`config.mk`:
```
export PLATFORM = sky130hd
export DESIGN_NAME = time_tmr_retry_issuer
export DESIGN_NICKNAME = d
export VERILOG_FILES = /design/src/rtl/time_tmr_retry_issuer.sv
export SDC_FILE = /design/constraint.sdc
export NUM_CORES = 1
export LEC_CHECK = 0
export ABC_CLOCK_PERIOD_IN_PS = 8400
export CAP_MARGIN = 0
export CORE_AREA = 3 3 75 77
export DETAILED_ROUTE_END_ITERATION = 16
export DIE_AREA = 0 0 78 80
export PLACE_DENSITY = 0.78
export SLEW_MARGIN = 20
export SYNTH_ARGS = -nofsm -noshare
export SYNTH_HDL_FRONTEND = slang
export SYNTH_SLANG_ARGS = --single-unit
```
`constraint.sdc`:
```
create_clock -name clk_i -period 8.4 [get_ports clk_i]
set_input_delay 2.1 -clock clk_i [delete_from_list [all_inputs] [get_ports clk_i]]
set_output_delay 2.1 -clock clk_i [all_outputs]
set_load 0.005 [all_outputs]
```
`src/rtl/time_tmr_retry_issuer.sv`:
```
// Time-redundant TMR transmitter: tags each upstream item with a rolling ID, emits it
// Repeats times back-to-back, and keeps a short history so the voter can request a re-issue.
module time_tmr_retry_issuer #(
  parameter int DataWidth = 8,
  parameter int IDSize    = 4,
  parameter int Repeats   = 3,
  parameter int Depth     = 4
) (
  input  logic                 clk_i,
  input  logic                 rst_i,
  input  logic                 enable_i,
  input  logic [DataWidth-1:0] data_i,
  input  logic                 valid_i,
  output logic                 ready_o,
  output logic [DataWidth-1:0] data_o,
  output logic [IDSize-1:0]    id_o,
  output logic                 valid_o,
  input  logic                 ready_i,
  input  logic                 retry_valid_i,
  input  logic [IDSize-1:0]    retry_id_i,
  output logic                 retry_ready_o,
  output logic                 retry_miss_o
);

  localparam int AW = (Depth > 1) ? $clog2(Depth) : 1;
  localparam int CW = $clog2(Repeats);

  typedef enum logic [1:0] {IDLE, ISSUE, RETRY} state_t;

  state_t                 state, state_n;
  logic [CW-1:0]          cnt, cnt_n;
  logic [IDSize-1:0]      next_id, next_id_n;
  logic [IDSize-1:0]      fill, fill_n;
  logic [DataWidth-1:0]   data_q, data_n;
  logic [IDSize-1:0]      id_q, id_n;
  logic                   valid_q;
  logic                   miss_n;
  logic                   hist_we;
  logic [DataWidth-1:0]   hist [Depth];

  logic                   busy, last_copy, dp, pass, hit;
  logic [IDSize-1:0]      age, fill_inc;

  assign busy      = (state != IDLE);
  assign last_copy = busy && (cnt == CW'(Repeats - 1)) && ready_i;
  assign dp        = !busy || last_copy;
  // Pass-through is only entered from IDLE so an in-flight item always finishes its copies.
  assign pass      = !busy && !enable_i;
  assign age       = next_id - retry_id_i;
  assign hit       = (age != '0) && (age <= fill);
  assign fill_inc  = (fill == IDSize'(Depth)) ? fill : fill + 1'b1;

  always_comb begin
    state_n       = state;
    cnt_n         = cnt;
    next_id_n     = next_id;
    fill_n        = fill;
    data_n        = data_q;
    id_n          = id_q;
    miss_n        = 1'b0;
    hist_we       = 1'b0;
    ready_o       = 1'b0;
    retry_ready_o = 1'b0;

    if (busy && ready_i && !last_copy) cnt_n = cnt + 1'b1;
    if (last_copy) state_n = IDLE;

    if (pass) begin
      ready_o = ready_i;
      if (valid_i && ready_i) begin
        hist_we   = 1'b1;
        next_id_n = next_id + 1'b1;
        fill_n    = fill_inc;
      end
    end else if (dp && enable_i) begin
      // A pending retry outranks new upstream data at every decision point.
      if (retry_valid_i) begin
        retry_ready_o = 1'b1;
        if (hit) begin
          data_n  = hist[retry_id_i[AW-1:0]];
          id_n    = retry_id_i;
          state_n = RETRY;
          cnt_n   = '0;
        end else begin
          miss_n  = 1'b1;
          state_n = IDLE;
        end
      end else begin
        ready_o = 1'b1;
        if (valid_i) begin
          hist_we   = 1'b1;
          data_n    = data_i;
          id_n      = next_id;
          next_id_n = next_id + 1'b1;
          fill_n    = fill_inc;
          state_n   = ISSUE;
          cnt_n     = '0;
        end
      end
    end
  end

  // NOTE: all state updates use non-blocking assignments so every register samples pre-edge values.
  always_ff @(posedge clk_i) begin
    if (rst_i) begin
      state        <= IDLE;
      cnt          <= '0;
      next_id      <= '0;
      fill         <= '0;
      data_q       <= '0;
      id_q         <= '0;
      valid_q      <= 1'b0;
      retry_miss_o <= 1'b0;
    end else begin
      state        <= state_n;
      cnt          <= cnt_n;
      next_id      <= next_id_n;
      fill         <= fill_n;
      data_q       <= data_n;
      id_q         <= id_n;
      valid_q      <= (state_n != IDLE);
      retry_miss_o <= miss_n;
    end
  end

  // NOTE: history has no reset; entries are invalidated logically by clearing fill.
  always_ff @(posedge clk_i) begin
    if (hist_we) hist[next_id[AW-1:0]] <= data_i;
  end

  assign valid_o = pass ? valid_i : valid_q;
  assign data_o  = pass ? data_i  : data_q;
  assign id_o    = pass ? next_id : id_q;

endmodule

```
# After elaboration in Yosys (flattened, before gate mapping)

Memories as Yosys holds them, arrays and structs flattened.
Index checks and enable logic that the tools add are counted.

Add/subtract/negate cells: 4
Order comparisons: 1
Equal/unequal tests: 5
Muxes and demuxes: 46
Bitwise logic cells: 3
Reductions and logical operators: 21

Operators by type and width:

| cell                                                  | count |
|---|---|
| two-way mux 4 bit                                     | 15 |
| two-way mux 8 bit                                     | 4 |
| two-way mux 2 bit                                     | 12 |
| two-way mux 1 bit                                     | 15 |
| nonzero test 2 bit                                    | 5 |
| adder 4 x 1 -> 4 bit, second input constant           | 2 |
| logical AND 1 bit                                     | 8 |
| AND reduction 4 bit                                   | 2 |
| inequality test 2 x 1 -> 1 bit, second input constant | 3 |
| equality test 4 x 3 -> 1 bit, second input constant   | 1 |
| <= comparator 4 bit                                   | 1 |
| nonzero test 4 bit                                    | 1 |
| OR reduction 4 bit                                    | 1 |
| subtractor 4 bit                                      | 1 |
| zero test 1 bit                                       | 3 |
| inverter 1 bit                                        | 3 |
| adder 2 x 1 -> 2 bit, second input constant           | 1 |
| equality test 2 bit, second input constant            | 1 |
| logical OR 1 bit                                      | 1 |

Register bits: 26
RAM bits: 32
Input bits: 18
Output and inout port bits: 16
Word-level logic and storage cells: 89
Memories kept: 1

Memory list:

| memory | words | width | rd ports | clocked after memory_dff | wr ports | line | RTL |
|---|---|---|---|---|---|---|---|
| hist   | 4     | 8     | 1        | 0                        | 1        | 39   | `logic [DataWidth-1:0] hist [Depth];` |

# Logic depth before layout (Yosys ltp)

Word-level depth: 10
Depth in mapped cells: 13
Depth with buffers taken out: 11

# Worst setup path before layout

Ideal clock, no wire load.

Path type: input to output
Start point: input enable_i
End point: output data_o[0]
Data arrival time: 3.005 ns
Required time: 6.300 ns
Slack: 3.295 ns
Stages: 3
Path buffers: 1
Cells stage by stage: nor3_2 -> buf_2 -> mux2_2

Word-level cells in the longest chain between the ends: 3

RTL lines:

| element           | line | RTL |
|---|---|---|
| start, declared   | 11   | `input logic enable_i,` |
| zero test 1 bit   | 48   | `assign pass = !busy && !enable_i;` |
| logical AND 1 bit | 48   |  |
| two-way mux 8 bit | 132  | `assign data_o = pass ? data_i : data_q;` |
| end, declared     | 15   | `output logic [DataWidth-1:0] data_o,` |

No other way between the ends.

# Worst setup path in the final report

Start point: input retry_valid_i
End point: output ready_o

Word-level cells in the longest chain between the ends: 3

RTL lines:

| element           | line | RTL |
|---|---|---|
| start, declared   | 19   | `input logic retry_valid_i,` |
| two-way mux 1 bit | 77   | `if (retry_valid_i) begin` |
| two-way mux 1 bit | 75   | `end else if (dp && enable_i) begin` |
| two-way mux 1 bit | 68   | `if (pass) begin` |
| end, declared     | 14   | `output logic ready_o,` |

No other way between the ends.

==> impl_metrics.tcl <==
set metrics [dict create \
    hold_depth 2 \
    area_growth_pct 18.3 \
    preCtsSetupSlack_ns 1.91 \
    numClockSinks 58 \
    core_sq_um 5070 \
    cp.required_ns 6.30 \
    ff2ff_path_depth 10 \
    numCtsBuffers 9 \
    post-synth-top-area-cell "edfxtp_1" \
    swShare 0.234 \
    worstHoldStart "fill[2]$_SDFFE_PP0P_" \
    finalSetupViolCount 0 \
    drc_errors 0 \
    hpwl_mm 3.80 \
    final_design_area_no_fill_sq_um 3530 \
    synth_top_family_by_area "multiplexers" \
    multiInputGateArea_sq_um 1400 \
    drive_gt1_frac 0.188 \
    syn_nets 269 \
    cp_top_family "buffers and inverters" \
    grt_pass1_wl_mm 9.09 \
    p_int_mw 0.498 \
    vias 1869 \
    synth_mux_area_frac 0.205 \
    seqCellArea_sq_um 1480 \
    drv_cap 0 \
    cts_hold_buf 0 \
    firstDrtPassIters 4 \
    ys_seq_elements 58 \
    cts_max_path_buffers 2 \
    fin_nets 304 \
    critPathSlowestCell "clkdlybuf4s50_1" \
    synthXorXnorAreaFrac 0.0176 \
    p_sw_mw 0.152 \
    p_comb_frac 0.152 \
    critPathCaptureType "output port" \
    h-tree-depth 3 \
    fill_cells 402 \
    grt_usage 0.197 \
    worstHoldPathType "reg -> reg" \
    ys_types 44 \
    max_freq_mhz 154 \
    crit_arrival_ns 4.41 \
    die_height_um 80 \
    path_cells "clkdlybuf4s50_1, and3b_1, o21a_1, or2_2, clkdlybuf4s50_1" \
    synth_simple_gate_area_share 0.122 \
    grt_start_max_net_pins 38 \
    finalCritPeriodShare 0.775 \
    final.min_clock_period_ns 6.51 \
    leakagePower_nw 1.37 \
    timing.rr.end "data_q[6]$_SDFFE_PP0P_" \
    syn_inst 236 \
    wire_per_inst_um 16.2 \
    fp.dieArea_sq_um 6240 \
    first_global_vias 1837 \
    r2r-start "next_id[0]$_SDFFE_PP0P_" \
    p_per_area_nw_per_um2 184 \
    finalHoldViolCount 0 \
    clkTransAtPathRegs_ns 0.06 \
    row_count 26 \
    drt.antenna.violating_nets 0 \
    clock_skew_ns 0.00925 \
    top_level_ports 34 \
    ys_warn_count 0 \
    insertion_delay_ns 0.33 \
    ys_seq_area_frac 0.497 \
    tightest_slew_ns 0.952 \
    dpl_cell_area_sq_um 3350 \
    final_cell_mix "clkdlybuf4s50_1, edfxtp_1, dfxtp_1" \
    critPathMaxFanout 17 \
    cp_num_buf_inv 2 \
    p_seq_frac 0.485 \
    cts_tree "yes" \
    die_w_um 78 \
    synth_edf_count 32 \
    start_kind "primary input" \
    cts_setup_buffers 0 \
    ir_drop_mv 0.145 \
    synth_compound_area_frac 0.0579 \
    yosys-top-cells-area "edfxtp_1, dfxtp_1, mux2_2" \
    portBuffers 33 \
    gr-total-overflow 0 \
    cts.repair.resized 0 \
    viasPerCell 5.40 \
    antenna_found_initial 0 \
    syn_area_sq_um 2980 \
    path_common_cell "clkdlybuf4s50_1" \
    final_core_util 0.695 \
    synth_top_area_frac 0.322 \
    gp_congestion 0.891 \
    start_util 0.588 \
    fin_setup_tns_ns 0 \
    drt_iter0_drc 109 \
    outcome "completed" \
    relSlewSlack 0.363 \
    p_clk_frac 0.363 \
    synthAdderAreaFrac 0.0654 \
    maxSlewViolCount 0 \
    fin_ws_ns 1.89 \
    final_common_cell "clkdlybuf4s50_1" \
    cts_root_buf "clkbuf_8" \
    diodes 0 \
    holdPathEnd "fill[2]$_SDFFE_PP0P_" \
    ys.flop_type "edfxtp_1" \
    avgSynthCellArea_sq_um 12.6 \
    synthArstFlopShare 0 \
    rsz0062_at_grt "false" \
    r2r_setup_slack_ns 5.16 \
    timing_worst_setup_path_type "in -> out" \
    slowest_delay_ns 1.09 \
    wl_mm 5.62 \
]
## routing by layer
layer | global-route usage | share of wire
met5 | 0 | 0
met4 | 0.0699 | 0.0037
met3 | 0.0711 | 0.051
met2 | 0.314 | 0.49
met1 | 0.248 | 0.45
## power by group through the flow
stage	Sequential, mW	Combinational [mW]	Clock (mW)
after global routing	0.316	0.108	0.255
after detailed placement	0.321	0.0996	0
after CTS	0.315	0.100	0.242
after global placement	0.320	0.0976	0
after floorplan	0.319	0.0659	0
final	0.315	0.0988	0.236
## area by class of cell
cell class / count / area share
flip-flops and latches: 58 / 0.420
multi-input cells: 156 / 0.395
repair buffers: 35 / 0.0979
clock buffers: 12 / 0.0383
well taps: 70 / 0.0248
clock inverters: 4 / 0.0121
inverters: 11 / 0.0117
## cells by family (layout without fill, tap and decap cells)
kind of cell    count (synthesis)  after routing
simple gates                   67             67
flops                          58             58
mux                            45             45
buf+inv                        22             62
fa+ha+maj                      15             15
compound gates                 23             23
xor+xnor                        6              6
## worst min-delay path, delay by kind of cell, from the launching register on
| kind | cells | cell delay, ns |
|---|---|---|
| AO/OA/AOI/OAI | 1 | 0.05 |
| flip-flops | 1 | 0.35 |
| AND/OR/NAND/NOR | 1 | 0.09 |
## state kept, by name, summed over array words and instances, names as in the netlist
name and count:
fill 4, retry_miss_o 1, id_q 4, cnt 2
valid_q 1, next_id 4, state 2, hist 32
data_q 8
## synth_stat cells, types with 2 or more instances
cell type	n
mux4_2	8
or2_2	2
xnor2_1	3
nor3_1	2
nor2_1	23
inv_1	11
dfxtp_1	26
o21ai_0	2
nand3_1	4
nor2b_1	14
nand2_1	5
and3b_1	3
xor2_1	3
buf_2	3
a211oi_1	3
mux2i_1	12
and2_1	6
edfxtp_1	32
mux2_2	17
and3_1	2
o21a_1	2
ha_1	14
clkbuf_1	6
a21oi_1	6
mux2_4	8
## worst max-delay path by stage
stage,startpoint,end,slack [ns],cells after the start
after floorplan,enable_i,data_o[0],3.29,3
after global placement,retry_valid_i,ready_o,1.92,5
after detailed placement,retry_valid_i,ready_o,1.91,5
after CTS,retry_valid_i,ready_o,1.90,5
after global routing,retry_valid_i,ready_o,1.82,5
final,retry_valid_i,ready_o,1.89,5
## metrics by stage
step                      power (mW)  hold WS [ns]  std cells
after CTS                      0.657         0.523        346
after global placement         0.418         0.489        330
after detailed placement       0.421         0.508        330
after floorplan                0.385         0.473        236
final                          0.650         0.521        346
after global routing           0.679         0.551        346
No activity file was read; power rests on OpenSTA's default activity.
==> patch (config.mk and constraints unchanged) <==
The 3 states of `state_t` get a one-hot encoding in 3 bits.
--- a/src/rtl/time_tmr_retry_issuer.sv
+++ b/src/rtl/time_tmr_retry_issuer.sv
@@ -27,3 +27,3 @@
 
-  typedef enum logic [1:0] {IDLE, ISSUE, RETRY} state_t;
+  typedef enum logic [2:0] {IDLE = 3'b001, ISSUE = 3'b010, RETRY = 3'b100} state_t;
 
Formal check against the unedited RTL: no difference found for any inputs over 4 cycles, from zero or initial values and one cycle with rst_i high; so few cycles prove little.
==> patch against the original RTL <==
Via count increased by 3.6%; combinational power rose by 30%; worst setup slack lost 0.026 ns; non-clock buffer count fell by 1; power increased by 12%; synthesized area rose by 1.9%; design area grew 2.5%; wire length grew 5.1%; sequential cell count rose by 1; critical path type unchanged.
==> patch: results (changes against the original RTL) <==
* Post-CTS Setup Bufs at 0 (unchanged)
* Share of cells above drive strength 1 at 0.201 (+0.0130)
* Largest net degree at the start of global routing at 40 (+5.3%)
* Hold depth at 2 (unchanged)
* Post-synth EDFFs at 32 (unchanged)
* Clock Skew at 0.00882 ns (-0.000427 ns)
* Async SR Flop Fraction at 0 (unchanged)
* Via count at 1936 (+3.6%)
* H-tree levels at 3 (unchanged)
* Primary FF master, synth: edfxtp_1
* Total track usage at 0.210 (+0.0130)
* Crit path max fanout at 15 (-2)
* Fin cells at 358 (+3.5%)
* Clk root buf: clkbuf_8
* CTS Buffer Depth at 2 (unchanged)
* Initial antenna violation count at 0 (unchanged)
* Post-synth net total at 282 (+4.8%)
* Final HPWL DP at 4040 µm (+6.4%)
* Commonest cells post-synth: edfxtp_1 (32), nor2_1 (28), dfxtp_1 (27), mux2_2 (17)
* Clock transition at path regs at 0.07 ns
* Resize count post-CTS at 0 (unchanged)
* Arrival time at the worst endpoint at 4.43 ns (+0.02 ns)
* Synth top area cells: edfxtp_1 (32%), dfxtp_1 (18%), mux2_2 (6.3%)
* DR pass1 iterations at 4 (unchanged)
* Internal power at 553 µW (+11%)
* Post-Synthesis Cells at 249 (+5.5%)
* Sequential cell area fraction in the yosys report at 0.494 (-0.00282)
* First-pass GRT wire length at 9800 µm (+7.7%)
* Placed Cells at 342 (+3.6%)
* Reported leakage power at 1.39 nW (+1.2%)
* Port Buffers at 33 (unchanged)
* Placer Congestion at 0.772 (-13%)
* Cell Area, Placed at 3410 µm² (+1.7%)
* Max FFs per register at 32 (unchanged)
* Synthesis warning total at 0 (unchanged)
* Num CTS Buffers at 9 (unchanged)
* Worst-case reg-to-reg path depth at 10 (unchanged)
* Max Cap Violations at 0 (unchanged)
* Worst skew pair latency at 0.33 ns (about the same)
* Filler cell count at 382 (-5.0%)
* Slew @ Worst Pin at 0.989 ns (+0.0368 ns)
* Nets at 316 (+3.9%)
* Outcome: complete, no violations
* Worst min path class: reg -> reg
* Post-synth cell types at 44 (unchanged)
* Wire length per cell at 16.5 µm (+1.6%)
* Max VDD drop at 115 µV (-20%)
* Violation count after the first detailed-route iteration at 142 (+30%)
* Antenna cells at 0 (unchanged)
* Final-report hold violation count at 0 (unchanged)
[patch: metrics by stage]
stage               hold slack [ns]  worst slack (ns)
floorplan                     0.487              3.21
detailed placement            0.522              1.85
global placement              0.509              1.90
global route                  0.576              1.74
finish                        0.537              1.87
CTS                           0.539              1.83
[patch: path summary, 6_finish.rpt]
kind | startpoint | to | slack (ns)
max | enable_i | ready_o | 1.87
min | fill[1] | fill[1] | 0.54
max reg2reg | next_id[0] | id_q[0] | 5.15
min reg2reg | fill[1] | fill[1] | 0.54
[patch: kinds of logic (layout without fill, tap and decap cells)]
kind of cell    Yosys count  in the layout  share of synthesized area
simple gates             81             81                      0.149
flops                    59             59                      0.494
mux                      37             37                      0.175
compound gates           27             27                     0.0675
buf+inv                  25             64                     0.0362
fa+ha+maj                15             15                     0.0642
xor+xnor                  5              5                     0.0144
[patch: power by group through the flow]
stage | registers, mW | clock network, mW | logic, mW
finish | 0.325 | 0.273 | 0.128
detailed placement | 0.332 | 0 | 0.128
floorplan | 0.329 | 0 | 0.0845
CTS | 0.325 | 0.279 | 0.129
global placement | 0.331 | 0 | 0.126
global route | 0.327 | 0.288 | 0.141
[patch: cell type report]
cell class	count	area [µm²]	share of cell area
Clock buffer	11	131	0.0363
Clock inverter	5	77.6	0.0214
Inverter	14	52.6	0.0145
Multi-Input combinational cell	165	1430	0.395
Sequential cell	59	1500	0.415
Tap cell	70	87.6	0.0242
Timing Repair Buffer	34	338	0.0934
[patch: routing by layer]
layer  track usage  vias up  routed length, µm  part of all wire
met5             0        -                  0                 0
met3        0.0384        7                254             0.043
met2         0.312       42               2660              0.45
met1         0.302      917               2920              0.49
li1              -      970                  -                 -
met4        0.0892        0                 70             0.012
[patch: worst max-delay path: stages]
cell and delay [ns]:
clkdlybuf4s50_1 0.48, nor4b_4 0.88, and2_2 0.32, or2_2 0.15, clkdlybuf4s50_1 0.50
